**src/rtl/arbiter_pkg.sv**
```systemverilog
// Shared types and helpers for the three-requester round-robin arbiter.
package arbiter_pkg;

  localparam int NUM_REQ = 3;

  typedef enum logic [1:0] {
    IDLE = 2'd0,
    GNT0 = 2'd1,
    GNT1 = 2'd2,
    GNT2 = 2'd3
  } state_t;

  // Successor of a requester index, wrapping 2 -> 0.
  function automatic logic [1:0] rr_next(input logic [1:0] i);
    return (i >= 2'd2) ? 2'd0 : i + 2'd1;
  endfunction

  function automatic state_t gnt_state(input logic [1:0] i);
    case (i)
      2'd0:    return GNT0;
      2'd1:    return GNT1;
      default: return GNT2;
    endcase
  endfunction

endpackage

```
**src/rtl/arbiter_rr_pick.sv**
```systemverilog
// Combinational round-robin picker: scans LAST+1, LAST+2, LAST (mod 3) and
// reports the first requesting index.
module rr_pick
  import arbiter_pkg::*;
(
  input  logic [NUM_REQ-1:0] req,
  input  logic [1:0]         last,
  output logic [1:0]         idx,
  output logic               vld
);

  logic [1:0] cand;

  always_comb begin
    idx  = 2'd0;
    vld  = 1'b0;
    cand = last;
    for (int k = 0; k < NUM_REQ; k++) begin
      cand = rr_next(cand);
      if (!vld && req[cand]) begin
        vld = 1'b1;
        idx = cand;
      end
    end
  end

endmodule

```
**src/rtl/arbiter.sv**
```systemverilog
// Three-way non-preemptive round-robin arbiter with registered one-hot grants
// and an optional hold limit (MAX_HOLD = 0 means a holder keeps the grant).
module arbiter
  import arbiter_pkg::*;
#(
  parameter int MAX_HOLD = 0
) (
  input  logic clk,
  input  logic reset,
  input  logic r0,
  input  logic r1,
  input  logic r2,
  output logic g0,
  output logic g1,
  output logic g2
);

  localparam int HW = (MAX_HOLD < 2) ? 1 : $clog2(MAX_HOLD + 1);
  localparam logic [HW-1:0] HOLD_LIM = HW'(MAX_HOLD);

  state_t          state, nxt;
  logic [1:0]      last, nxt_last;
  logic [HW-1:0]   hold, nxt_hold;
  logic [2:0]      req, cur_mask, pick_req;
  logic [1:0]      pick_idx;
  logic            pick_vld;
  logic            cur_req, others, expire;

  assign req = {r2, r1, r0};

  always_comb begin
    cur_mask = 3'b000;
    case (state)
      GNT0:    cur_mask = 3'b001;
      GNT1:    cur_mask = 3'b010;
      GNT2:    cur_mask = 3'b100;
      default: cur_mask = 3'b000;
    endcase
  end

  assign cur_req = |(req & cur_mask);
  assign others  = |(req & ~cur_mask);
  assign expire  = (MAX_HOLD > 0) && (hold >= HOLD_LIM);

  // A holder whose limit has run out is masked so the picker moves on.
  assign pick_req = (cur_req && expire) ? (req & ~cur_mask) : req;

  rr_pick u_pick (
    .req  (pick_req),
    .last (last),
    .idx  (pick_idx),
    .vld  (pick_vld)
  );

  always_comb begin
    nxt      = state;
    nxt_last = last;
    nxt_hold = hold;
    case (state)
      IDLE: begin
        if (pick_vld) begin
          nxt      = gnt_state(pick_idx);
          nxt_last = pick_idx;
          nxt_hold = (MAX_HOLD > 0) ? HW'(1) : '0;
        end
      end
      default: begin
        if (cur_req && !(expire && others)) begin
          if ((MAX_HOLD > 0) && (hold < HOLD_LIM))
            nxt_hold = hold + HW'(1);
        end else if (pick_vld) begin
          nxt      = gnt_state(pick_idx);
          nxt_last = pick_idx;
          nxt_hold = (MAX_HOLD > 0) ? HW'(1) : '0;
        end else begin
          nxt      = IDLE;
          nxt_hold = '0;
        end
      end
    endcase
  end

  always_ff @(posedge clk) begin
    if (reset) begin
      state <= IDLE;
      last  <= 2'd2;
      hold  <= '0;
      g0    <= 1'b0;
      g1    <= 1'b0;
      g2    <= 1'b0;
    end else begin
      state <= nxt;
      last  <= nxt_last;
      hold  <= nxt_hold;
      g0    <= (nxt == GNT0);
      g1    <= (nxt == GNT1);
      g2    <= (nxt == GNT2);
    end
  end

endmodule

```
**config.mk**
```make
export PLATFORM = sky130hd
export DESIGN_NAME = arbiter
export DESIGN_NICKNAME = d
export VERILOG_FILES = /design/src/rtl/arbiter_pkg.sv /design/src/rtl/arbiter_rr_pick.sv /design/src/rtl/arbiter.sv
export SDC_FILE = /design/constraint.sdc
export NUM_CORES = 1
export LEC_CHECK = 0
export CORE_AREA = 2 2 39 41
export DETAILED_ROUTE_END_ITERATION = 12
export DIE_AREA = 0 0 41 43
export GPL_TIMING_DRIVEN = 0
export PLACE_DENSITY_LB_ADDON = 0.15
export SYNTH_ARGS = -nofsm -noshare
export SYNTH_HDL_FRONTEND = slang
export SYNTH_HIERARCHICAL = 1
export SYNTH_SLANG_ARGS = --single-unit
```
**constraint.sdc**
```tcl
create_clock -name clk -period 4.9 [get_ports clk]
set_input_delay 1.225 -clock clk [delete_from_list [all_inputs] [get_ports clk]]
set_output_delay 1.225 -clock clk [all_outputs]
set_load 0.02 [all_outputs]
```
==> results summary, run 1 <==
The flow ran to the end, and the final reports show no timing, DRC or antenna violations. For this run, the detailed router's first-pass iteration total came to 1. In the post-synthesis netlist, the biggest area contributors are sky130_fd_sc_hd__dfxtp_1, sky130_fd_sc_hd__mux2i_1, sky130_fd_sc_hd__nand2b_1, sky130_fd_sc_hd__nor2_1, sky130_fd_sc_hd__a2111oi_2. The cts-stage hold buffer count is 0. The final hold slack came out at 0.478 ns.

Summed over all cells, the static leakage comes to 0.199 nW. The die outline area came out at 0.00176 mm². Measured against its own limit, the worst slew margin works out to 0.705.

The cell taking the most area after synthesis is sky130_fd_sc_hd__dfxtp_1. The global-route usage over all layers is 0.115. The synthesized instance count is 40. The clock drives 7 sinks.

The number of clock buffers inserted by TritonCTS came out at 3. In this run the worst path has a maximum fanout of 7. The routed wire length came out at 759 µm.

The startpoint kind of the worst setup timing path is an input port. After routing, the total negative slack on setup checks comes to 0 ns. The fraction of final layout cells with drive strength greater than 1 is 0.118.

TritonCTS built the clock tree. The data required time of the worst path came out at between 5 and 6 ns. The I/O pin total is 8. The instance count after placement with tap cells included came out at 63. Across the run, the number of max-cap violations was 0. The data arrival at the endpoint of the critical path came out at 2.97 ns. The pin count of the biggest net entering global routing is 8. Walking the worst path, the cells encountered are clkdlybuf4s50_1, nor2_1, a22o_1, nand2b_1, a31oi_1, o2111a_1.

The uppermost layer routed is met4. The area share of the leading cell type in the synthesized netlist came out at 0.386. The highest clock frequency the design can meet came out at 359 MHz.

The via count of the first global-routing pass is 366. The time the worst path needs with I/O delays and setup came out at between 2 and 3 ns. The master of the slowest instance on the critical path is sky130_fd_sc_hd__clkdlybuf4s50_1. The synthesized netlist contains 22 unique library cells.

VDD sags by at most 0.143 mV. The number of buffers between clock root and the deepest sink came out at 2. The sequential fraction of the synthesis area is 0.386. The area growth from synthesis to final layout came out at 32.1%. Setup repair after global routing left no endpoint under its margin. The post-route antenna net violation count is 0. The CTS root buffer is sky130_fd_sc_hd__clkbuf_4. The worst clock skew is 0.00261 ns. In the final routed layout, each cell accounts on average for ~11 µm.

The clock latency at the later pin of the worst-skew pair is 0.25 ns. The met2 wire length came out at 363 µm. The number of DRC markers in iteration 0 came out at 0.

The multiplexer share of the synthesized area came out at 0.0966. The routed length on met1 is 350 µm. The number of hold violations in the final report is 0. The standard cell core area came out at 0.00138 mm². The xor and xnor fraction of the mapped netlist area is 0.

After synthesis, the mean cell area works out to 9.07 µm². Of the total synthesized cell area, the portion taken by full adders, half adders and majority gates is 0. The setup-violating endpoint count in the final report is 0. The cell area after synthesis came out at between 300 and 400 µm².

The actual transition at the worst max-transition pin came out at 0.441 ns. The area fraction in compound gates after synthesis is 0.238. Synthesis inferred 7 register bits.

The site row count is 14. The number of antenna cells inserted came out at 0. In this run the power density over the cells is 367 mW/mm². The number of nets in the layout is 57.

The effective utilization at floorplan is 0.262. Of the total synthesized cell area, the portion taken by AND, OR, NAND and NOR gates is 0.259. The first-pass GRT wire length is approximately 1.4 mm. The total nets after synthesis is 45. The critical path is of the in2reg type.

Global routing finished with a remaining overflow of 0. The overall power after layout came out at ~0.00018 W. The number of antenna violations at the first check in global routing is 0. The sum of met3 wire segment lengths after detailed routing is 29 µm. STA classifies the critical path endpoint as a register. The tightest min-delay check is of the reg2reg type. The die extent in y is 43 µm.

The post-route fraction of the period consumed by the critical path is 0.569. In the routed layout, each cell is associated on average with a via count of 4.91. For this run, the slowest stage of the critical path takes 0.58 ns. The overall die width is between 40 and 50 µm.

The dominant combinational cell family by area after synthesis is simple AND/OR/NAND/NOR gates. The number of standard cells in the final layout excluding fillers came out at 67. The post-CTS clock slew at the launch and capture registers of the worst setup and hold paths came out at 0.05 ns. The max-slew violation count is 0. At the end of routability-driven placement, the weighted congestion stood at 0.720.

Buffers placed on the I/O ports in this run total 7. The total via count in the routed design came out at 329. The total of fill cells in the finished design came out at 151. The yosys synthesis warning count is 6. The post-CTS resize count came out at 0. The post-CTS setup buffer count came out at 0. The CTS H-tree depth came out at 1. The post-route DRC violation count is 0. The utilization after layout is 0.346.
## power breakdown
part | internal (W) | leakage [nW] | total, W | switching (W)
Clock | 0.0000310 | 0.0150 | 0.0000505 | 0.0000195
Sequential | 0.0000662 | 0.0580 | 0.0000722 | 0.00000600
Combinational | 0.0000264 | 0.126 | 0.0000531 | 0.0000267
## metrics by stage
stage / cell area (µm²) / setup slack [ns]
after detailed placement: 453 / 1.90
after CTS: 479 / 2.13
after global routing: 479 / 2.00
after floorplan: 363 / 2.52
after global placement: 453 / 1.91
final: 479 / 2.11
## kinds of logic (layout without fill, tap and decap cells)
kind of cell           Yosys count  in the layout
and+or+nand+nor                 18             18
AOI/OAI and AO/OA               10             10
muxes                            3              3
DFF                              7              7
buffers and inverters            2             13
## Yosys cell counts
library cell	count
sky130_fd_sc_hd__a31oi_1	1
sky130_fd_sc_hd__o2111a_1	1
sky130_fd_sc_hd__mux2_4	1
sky130_fd_sc_hd__nand3b_1	1
sky130_fd_sc_hd__nor2b_1	1
sky130_fd_sc_hd__nor4_1	1
sky130_fd_sc_hd__a211oi_1	2
sky130_fd_sc_hd__mux2i_1	2
sky130_fd_sc_hd__a211o_1	1
sky130_fd_sc_hd__a2111oi_2	1
sky130_fd_sc_hd__and3b_2	1
sky130_fd_sc_hd__o21a_1	1
sky130_fd_sc_hd__nand2_1	4
sky130_fd_sc_hd__nor2_1	5
sky130_fd_sc_hd__inv_1	2
sky130_fd_sc_hd__or3_1	1
sky130_fd_sc_hd__dfxtp_1	7
sky130_fd_sc_hd__a22o_1	1
sky130_fd_sc_hd__nand2b_1	3
sky130_fd_sc_hd__o2bb2ai_1	1
sky130_fd_sc_hd__nor3_1	1
sky130_fd_sc_hd__a21oi_1	1
## cell usage in the layout, fill, tap and decap left out
master and count:
sky130_fd_sc_hd__dfxtp_1 7, sky130_fd_sc_hd__or3_1 1, sky130_fd_sc_hd__mux2i_1 2, sky130_fd_sc_hd__o2111a_1 1, sky130_fd_sc_hd__o2bb2ai_1 1, sky130_fd_sc_hd__inv_1 2, sky130_fd_sc_hd__nor3_1 1, sky130_fd_sc_hd__clkbuf_4 3
sky130_fd_sc_hd__a211oi_1 2, sky130_fd_sc_hd__nand3b_1 1, sky130_fd_sc_hd__a211o_1 1, sky130_fd_sc_hd__a2111oi_2 1, sky130_fd_sc_hd__nor2_1 5, sky130_fd_sc_hd__nand2b_1 3, sky130_fd_sc_hd__clkbuf_1 1, sky130_fd_sc_hd__mux2_4 1
sky130_fd_sc_hd__a31oi_1 1, sky130_fd_sc_hd__a21oi_1 1, sky130_fd_sc_hd__o21a_1 1, sky130_fd_sc_hd__clkdlybuf4s50_1 7, sky130_fd_sc_hd__a22o_1 1, sky130_fd_sc_hd__nand2_1 4, sky130_fd_sc_hd__and3b_2 1, sky130_fd_sc_hd__nor2b_1 1
sky130_fd_sc_hd__nor4_1 1
## worst max-delay path: cells and delay by family
kind	cells	cell delay (ns)
AND/OR/NAND/NOR	2	0.24
buffers and inverters	1	0.58
AO/OA/AOI/OAI	3	0.93
## routing by layer
layer | vias up | global-route usage
met1 | 149 | 0.140
met2 | 6 | 0.175
met3 | 2 | 0.0314
met5 | - | 0
li1 | 172 | -
met4 | 0 | 0.0600
## state kept, by name (all words and copies together), names as in the netlist
| register | flops |
|---|---|
| g1 | 1 |
| state | 2 |
| g2 | 1 |
| last | 2 |
| g0 | 1 |
## final timing paths
check             startpoint      end  slack [ns]  cells after the start
setup / recovery          r1       g1        2.11                      6
hold / removal       last[0]  last[0]        0.48                      2
setup reg to reg     last[0]       g1        3.34                      5
hold reg to reg      last[0]  last[0]        0.48                      2
## layout make-up
type	count	area [µm²]	area share
multi-input cells	31	215	0.449
clock buffers	4	26.3	0.0548
well taps	16	20.0	0.0418
repair buffers	7	70.1	0.146
inverters	2	7.51	0.0157
flip-flops and latches	7	140	0.292
Power figures use the tool's default switching activity.
==> run 2: changes to the inputs <==
==> constraint.sdc (replaced) <==
create_clock -name clk -period 2.4 [get_ports clk]
set_input_delay 0.6 -clock clk [delete_from_list [all_inputs] [get_ports clk]]
set_output_delay 0.6 -clock clk [all_outputs]
set_load 0.02 [all_outputs]
==> results of run 2 <==
The final DEF is identical to that of run 1. Status: complete, no violations.
Main changes from that run: setup slack after placement 1.90 ns -> 0.0249 ns; setup slack after layout 2.11 ns -> 0.237 ns; register-to-register setup slack 3.34 ns -> 0.84 ns; total power 0.000176 W -> 0.000359 W; worst IR drop on VDD 0.143 mV -> 0.293 mV
==> run 3: changes to the inputs <==
--- a/config.mk
+++ b/config.mk
@@ -9,6 +9,7 @@
 export DETAILED_ROUTE_END_ITERATION = 12
 export DIE_AREA = 0 0 41 43
 export GPL_TIMING_DRIVEN = 0
+export HOLD_SLACK_MARGIN = 0.1
 export PLACE_DENSITY_LB_ADDON = 0.15
 export SYNTH_ARGS = -nofsm -noshare
 export SYNTH_HDL_FRONTEND = slang
==> results of run 3 <==
The final DEF is identical to that of run 1. Status: complete, no violations.
Main changes from that run: setup slack after placement 1.90 ns -> 0.0249 ns; setup slack after layout 2.11 ns -> 0.237 ns; register-to-register setup slack 3.34 ns -> 0.84 ns; total power 0.000176 W -> 0.000359 W; worst IR drop on VDD 0.143 mV -> 0.293 mV
